File: src/rtl/axi_read_responder_pkg.sv
// axi_read_responder_pkg: state encodings and response constants for the AXI read responder
package axi_read_responder_pkg;
   typedef enum logic [1:0] {
      RESPSTATE_IDLE,
      RESPSTATE_FETCH,
      RESPSTATE_LATCH,
      RESPSTATE_SEND
   } resp_state_e;
   localparam logic [1:0] RRESP_OKAY   = 2'b00;
   localparam logic [1:0] RRESP_SLVERR = 2'b10;
   localparam logic [1:0] BURST_INCR   = 2'b01;
   localparam logic [2:0] SIZE_4B      = 3'b010;
endpackage

File: src/rtl/axi_read_responder_if.sv
// axi_read_responder_if: AXI AR and R channel signals with master/slave views
interface axi_read_responder_if #(
   parameter int ID_W   = 8,
   parameter int ADDR_W = 32,
   parameter int DATA_W = 32
);
   logic [ID_W-1:0]   ARID;
   logic [ADDR_W-1:0] ARADDR;
   logic [3:0]        ARLEN;
   logic [2:0]        ARSIZE;
   logic [1:0]        ARBURST;
   logic              ARVALID;
   logic              ARREADY;
   logic [ID_W-1:0]   RID;
   logic [DATA_W-1:0] RDATA;
   logic [1:0]        RRESP;
   logic              RLAST;
   logic              RVALID;
   logic              RREADY;
   modport master (
      output ARID, ARADDR, ARLEN, ARSIZE, ARBURST, ARVALID, RREADY,
      input  ARREADY, RID, RDATA, RRESP, RLAST, RVALID
   );
   modport slave (
      input  ARID, ARADDR, ARLEN, ARSIZE, ARBURST, ARVALID, RREADY,
      output ARREADY, RID, RDATA, RRESP, RLAST, RVALID
   );
endinterface

File: src/rtl/axi_read_responder.sv
// axi_read_responder: one-at-a-time INCR read bursts from a single-port synchronous SRAM onto the R channel
module axi_read_responder
   import axi_read_responder_pkg::*;
#(
   parameter int ID_W   = 8,
   parameter int ADDR_W = 32,
   parameter int DATA_W = 32,
   parameter int MEM_AW = 14
) (
   input  logic                ACLK,
   input  logic                ARESET,
   axi_read_responder_if.slave bus,
   output logic                mem_cs,
   output logic [MEM_AW-1:0]   mem_addr,
   input  logic [DATA_W-1:0]   mem_rdata
);
   resp_state_e       state, state_n;
   logic [ID_W-1:0]   id;
   logic [3:0]        beats;
   logic [MEM_AW-1:0] waddr;
   logic [DATA_W-1:0] rdata;
   logic              err, ar_hs, r_hs, last, ar_err;
   logic              unused;
   assign unused = ^{bus.ARADDR[ADDR_W-1:MEM_AW+2], bus.ARADDR[1:0]};
   always_comb begin
      ar_hs   = bus.ARVALID && state == RESPSTATE_IDLE;
      r_hs    = bus.RREADY && state == RESPSTATE_SEND;
      last    = beats == 4'd0;
      ar_err  = bus.ARBURST != BURST_INCR || bus.ARSIZE != SIZE_4B;
      state_n = state;
      unique case (state)
         RESPSTATE_IDLE:  state_n = !ar_hs ? RESPSTATE_IDLE : ar_err ? RESPSTATE_SEND : RESPSTATE_FETCH;
         RESPSTATE_FETCH: state_n = RESPSTATE_LATCH;
         RESPSTATE_LATCH: state_n = RESPSTATE_SEND;
         RESPSTATE_SEND:  state_n = !r_hs ? RESPSTATE_SEND : last ? RESPSTATE_IDLE :
                                    err ? RESPSTATE_SEND : RESPSTATE_FETCH;
         default:         state_n = RESPSTATE_IDLE;
      endcase
   end
   // Error bursts never touch the SRAM, so the cleared data register is what they return.
   always_ff @(posedge ACLK) begin
      if (ARESET) begin
         state <= RESPSTATE_IDLE;
         id    <= '0;
         beats <= '0;
         waddr <= '0;
         rdata <= '0;
         err   <= 1'b0;
      end else begin
         state <= state_n;
         if (ar_hs) begin
            id    <= bus.ARID;
            beats <= bus.ARLEN;
            waddr <= bus.ARADDR[MEM_AW+1:2];
            err   <= ar_err;
            rdata <= '0;
         end
         if (state == RESPSTATE_LATCH) rdata <= mem_rdata;
         if (r_hs && !last) begin
            beats <= beats - 4'd1;
            waddr <= waddr + 1'b1;
         end
      end
   end
   assign bus.ARREADY = state == RESPSTATE_IDLE;
   assign bus.RVALID  = state == RESPSTATE_SEND;
   assign bus.RID     = id;
   assign bus.RDATA   = rdata;
   assign bus.RRESP   = (state == RESPSTATE_SEND && err) ? RRESP_SLVERR : RRESP_OKAY;
   assign bus.RLAST   = state == RESPSTATE_SEND && last;
   assign mem_cs      = state == RESPSTATE_FETCH;
   assign mem_addr    = waddr;
endmodule

File: src/flat_wrapper.sv
// flat-port wrapper written by rule: the top's interface ports become plain ports
module axi_read_responder_flat import axi_read_responder_pkg::*;
#(
   parameter int ID_W   = 8,
   parameter int ADDR_W = 32,
   parameter int DATA_W = 32,
   parameter int MEM_AW = 14
)
  (ACLK, ARESET, mem_cs, mem_addr, mem_rdata, bus_ARID, bus_ARADDR, bus_ARLEN, bus_ARSIZE, bus_ARBURST, bus_ARVALID, bus_RREADY, bus_ARREADY, bus_RID, bus_RDATA, bus_RRESP, bus_RLAST, bus_RVALID);
  axi_read_responder_if #(.ID_W(ID_W), .ADDR_W(ADDR_W), .DATA_W(DATA_W)) bus_i ();
  input  logic ACLK;
  input  logic ARESET;
  output logic mem_cs;
  output logic [MEM_AW-1:0] mem_addr;
  input  logic [DATA_W-1:0] mem_rdata;
  input wire logic [$bits(bus_i.ARID)-1:0] bus_ARID;
  input wire logic [$bits(bus_i.ARADDR)-1:0] bus_ARADDR;
  input wire logic [$bits(bus_i.ARLEN)-1:0] bus_ARLEN;
  input wire logic [$bits(bus_i.ARSIZE)-1:0] bus_ARSIZE;
  input wire logic [$bits(bus_i.ARBURST)-1:0] bus_ARBURST;
  input wire logic [$bits(bus_i.ARVALID)-1:0] bus_ARVALID;
  input wire logic [$bits(bus_i.RREADY)-1:0] bus_RREADY;
  output wire logic [$bits(bus_i.ARREADY)-1:0] bus_ARREADY;
  output wire logic [$bits(bus_i.RID)-1:0] bus_RID;
  output wire logic [$bits(bus_i.RDATA)-1:0] bus_RDATA;
  output wire logic [$bits(bus_i.RRESP)-1:0] bus_RRESP;
  output wire logic [$bits(bus_i.RLAST)-1:0] bus_RLAST;
  output wire logic [$bits(bus_i.RVALID)-1:0] bus_RVALID;
  assign bus_i.ARID = bus_ARID;
  assign bus_i.ARADDR = bus_ARADDR;
  assign bus_i.ARLEN = bus_ARLEN;
  assign bus_i.ARSIZE = bus_ARSIZE;
  assign bus_i.ARBURST = bus_ARBURST;
  assign bus_i.ARVALID = bus_ARVALID;
  assign bus_i.RREADY = bus_RREADY;
  assign bus_ARREADY = bus_i.ARREADY;
  assign bus_RID = bus_i.RID;
  assign bus_RDATA = bus_i.RDATA;
  assign bus_RRESP = bus_i.RRESP;
  assign bus_RLAST = bus_i.RLAST;
  assign bus_RVALID = bus_i.RVALID;
  axi_read_responder #(.ID_W(ID_W), .ADDR_W(ADDR_W), .DATA_W(DATA_W), .MEM_AW(MEM_AW)) u_core (.ACLK(ACLK), .ARESET(ARESET), .bus(bus_i), .mem_cs(mem_cs), .mem_addr(mem_addr), .mem_rdata(mem_rdata));
endmodule
File: config.mk
export PLATFORM = sky130hd
export DESIGN_NAME = axi_read_responder_flat
export DESIGN_NICKNAME = d
export VERILOG_FILES = /design/src/rtl/axi_read_responder_pkg.sv /design/src/rtl/axi_read_responder_if.sv /design/src/rtl/axi_read_responder.sv /design/src/flat_wrapper.sv
export SDC_FILE = /design/constraint.sdc
export NUM_CORES = 1
export LEC_CHECK = 0
export CORE_MARGIN = 2
export CORE_UTILIZATION = 30
export DETAILED_ROUTE_END_ITERATION = 10
export GPL_ROUTABILITY_DRIVEN = 0
export SLEW_MARGIN = 20
export SYNTH_ARGS = -nofsm -noshare
export SYNTH_HDL_FRONTEND = slang
export SYNTH_SLANG_ARGS = --single-unit
export TNS_END_PERCENT = 5
File: constraint.sdc
create_clock -name ACLK -period 2.2 [get_ports ACLK]
set_input_delay 0.33 -clock ACLK [delete_from_list [all_inputs] [get_ports ACLK]]
set_output_delay 0.33 -clock ACLK [all_outputs]
set_load 0.03 [all_outputs]
==> impl_metrics.env <==
export IMPL_status="finished, final reports clean"
export IMPL_dpl_worst_slack_ns=0.108
export IMPL_grt_setup_unrepaired="false"
export IMPL_dp_hpwl_um=5730
export IMPL_num_rows=34
export IMPL_wirelength_um=8170
export IMPL_synth_edf_count=0
export IMPL_r2r_start="u_core.beats[0]$_SDFFE_PP0P_"
export IMPL_reg2reg_to="u_core.mem_addr[3]$_SDFFE_PP0P_"
export IMPL_cts_sinks=61
export IMPL_drt_pre_antenna_iters=4
export IMPL_num_vias=2886
export IMPL_finClkSkew_ns=0.00536
export IMPL_die_w_um=98.9
export IMPL_fmax_ghz=0.481
export IMPL_syn_nets=421
export IMPL_clk_latency_ns=0.33
export IMPL_p_per_area_nw_per_um2=675
export IMPL_port_buffers=125
export IMPL_crit_slowest_cell="clkdlybuf4s50_1"
export IMPL_reg2reg_depth=7
export IMPL_tns_ns=0
export IMPL_cap_violations=0
export IMPL_synthArstFlopShare=0
export IMPL_drtAntennaViolNets=0
export IMPL_yosys_warnings=0
export IMPL_filler_cell_count=865
export IMPL_postCtsSetupBuffers=0
export IMPL_critPathArrivalTime_ns=1.75
export IMPL_grtUsageTotal=0.166
export IMPL_period_share=0.946
export IMPL_core_region_area_sq_um=8720
export IMPL_seq_area_frac_synth=0.452
export IMPL_cts_root_buf="clkbuf_8"
export IMPL_layout_area_seq_sq_um=1220
export IMPL_synth_cells=334
export IMPL_worstSetupStartpoint="u_core.state[0]$_SDFF_PP0_"
export IMPL_fin_ws_ns=0.119
export IMPL_synth_top_cells_by_area="dfxtp_1, a21oi_1, nand2_1"
export IMPL_final_cell_mix="clkdlybuf4s50_1, nand2_1, dfxtp_1, a21oi_1, nand3_1"
export IMPL_wl_per_cell_um=14.5
export IMPL_viasPerCell=5.11
export IMPL_crit_end="bus_RVALID"
export IMPL_ys_types=46
export IMPL_clk_pin_slew_worst_paths_ns=0.06
export IMPL_setup_viol_count_final=0
export IMPL_drc=0
export IMPL_grt_first_pass_wirelength_um=13200
export IMPL_area_growth_pct=54.5
export IMPL_cts_tree="yes"
export IMPL_worstSetupStartpointType="flop"
export IMPL_drtIter0Drc=125
export IMPL_clock_path_buffers=2
export IMPL_path_cells="and2_1 -> clkdlybuf4s50_1"
export IMPL_die_area_sq_um=9790
export IMPL_peakVddDrop_mv=0.336
export IMPL_crit_fanout=11
export IMPL_synth_top_cell_area_share=0.452
export IMPL_final_nets=541
export IMPL_rrSetupSlack_ns=0.27
export IMPL_required_ns=1.87
export IMPL_yosys_most_used_dff="dfxtp_1"
export IMPL_cts_max_level=3
export IMPL_multi_input_area_sq_um=1310
export IMPL_antenna_found_initial=0
export IMPL_synth_seq_cells=61
export IMPL_grt_pass1_vias=2687
export IMPL_min_path_type="input port to flop"
export IMPL_synth_top_area_cell="dfxtp_1"
export IMPL_finalHoldViolations=0
export IMPL_grt_overflow=0
export IMPL_netlist_area_sq_um=2700
export IMPL_critical_path_class="flop to primary output"
export IMPL_die_height_um=98.9
export IMPL_end_kind="primary output"
export IMPL_num_io_pins=145
export IMPL_cts_made_buffers=9
export IMPL_layout_drive_gt1_share=0.0700
export IMPL_drv_slew=0
export IMPL_initial_core_util=0.310
export IMPL_post_route_min_period_ns=2.08
export IMPL_power_w=0.00282
export IMPL_cpPeakStageDelay_ns=0.69
export IMPL_diodes=0
export IMPL_avgSynthCellArea_sq_um=8.10
export IMPL_layout_commonest_cell="clkdlybuf4s50_1"
export IMPL_total_leakage_power_nw=1.48
export IMPL_grt_start_max_net_pins=33
[cells in the mapped netlist, types with 2 or more instances]
master	number
a21oi_1	54
a22oi_1	4
a2bb2oi_1	3
a31oi_1	10
and2_1	3
and3_1	3
buf_1	2
buf_2	5
buf_4	2
buf_6	3
clkbuf_1	13
clkbuf_8	3
dfxtp_1	61
ha_1	2
inv_1	5
nand2_1	66
nand2b_1	2
nand3_1	39
nand4_1	3
nor2_1	3
nor2b_1	3
nor3_1	3
nor3b_1	2
o211a_1	2
o211ai_1	7
o21ai_0	4
or3_1	4
or4_1	4
xnor2_1	2
[registers in the layout, indices dropped and copies added (netlist names)]
| signal | count |
|---|---|
| u_core.bus.RDATA | 32 |
| u_core.mem_addr | 14 |
| u_core.bus.RID | 8 |
| u_core.beats | 4 |
| u_core.state | 2 |
| u_core.err | 1 |
[final cells by class]
| class | instances | share of cell area |
|---|---|---|
| repair buffers | 137 | 0.323 |
| clock buffers | 11 | 0.0314 |
| flip-flops and latches | 61 | 0.292 |
| well taps | 108 | 0.0323 |
| clock inverters | 3 | 0.00359 |
| inverters | 5 | 0.00449 |
| multi-input cells | 240 | 0.313 |
[power by group]
| part | switching (W) | internal, W | leakage, nW | total (W) |
|---|---|---|---|---|
| Sequential | 0.0000673 | 0.00119 | 0.499 | 0.00125 |
| Clock | 0.000418 | 0.000391 | 0.0788 | 0.000809 |
| Combinational | 0.000415 | 0.000346 | 0.898 | 0.000761 |
[per-stage QoR]
step / utilization / hold WS, ns / area (sq um) / instances
floorplan: - / 0.441 / 2700 / 334
global placement: 0.461 / 0.442 / 4020 / 551
detailed placement: 0.461 / 0.446 / 4020 / 551
CTS: 0.478 / 0.282 / 4170 / 565
global route: 0.479 / 0.296 / 4180 / 565
finish: 0.479 / 0.297 / 4180 / 565
[routing by layer]
metal,track usage,routed length [um],vias to the layer above
met5,0,0,-
met4,0.0727,174,0
met3,0.0468,544,14
met2,0.262,3760,93
met1,0.211,3700,1359
li1,-,-,1420
[critical path, delay by kind of cell (launching register included)]
family / cells / cell delay, ns
simple gates: 1 / 0.22
flops: 1 / 0.50
buf+inv: 1 / 0.69
[timing repair]
item,4_1_cts,5_1_grt
setup endpoints to repair,1,3
hold buffers,0,0
resized for setup,1,2
[cell families (layout without fill, tap and decap cells)]
kind of cell,count (synthesis),after routing,synth area share
adders and majority gates,2,2,0.00925
and+or+nand+nor,143,143,0.260
other,1,1,0.00139
buffers and inverters,33,156,0.0703
xor gates and xnor gates,2,2,0.00648
AOI/OAI and AO/OA,92,92,0.201
DFF,61,61,0.452
[how the worst min path moves through the flow]
stage / slack [ns] / end / depth (start not counted) / from
after floorplan: 0.44 / u_core.beats[0]$_SDFFE_PP0P_ / 2 / u_core.beats[0]$_SDFFE_PP0P_
after detailed placement: 0.45 / u_core.bus.RID[1]$_SDFFE_PP0P_ / 2 / u_core.bus.RID[1]$_SDFFE_PP0P_
after CTS: 0.28 / u_core.mem_addr[6]$_SDFFE_PP0P_ / 2 / ARESET
after global placement: 0.44 / u_core.bus.RID[5]$_SDFFE_PP0P_ / 2 / u_core.bus.RID[5]$_SDFFE_PP0P_
final: 0.30 / u_core.state[0]$_SDFF_PP0_ / 2 / ARESET
after global routing: 0.30 / u_core.mem_addr[6]$_SDFFE_PP0P_ / 2 / ARESET
(Power assumes the default switching activity.)
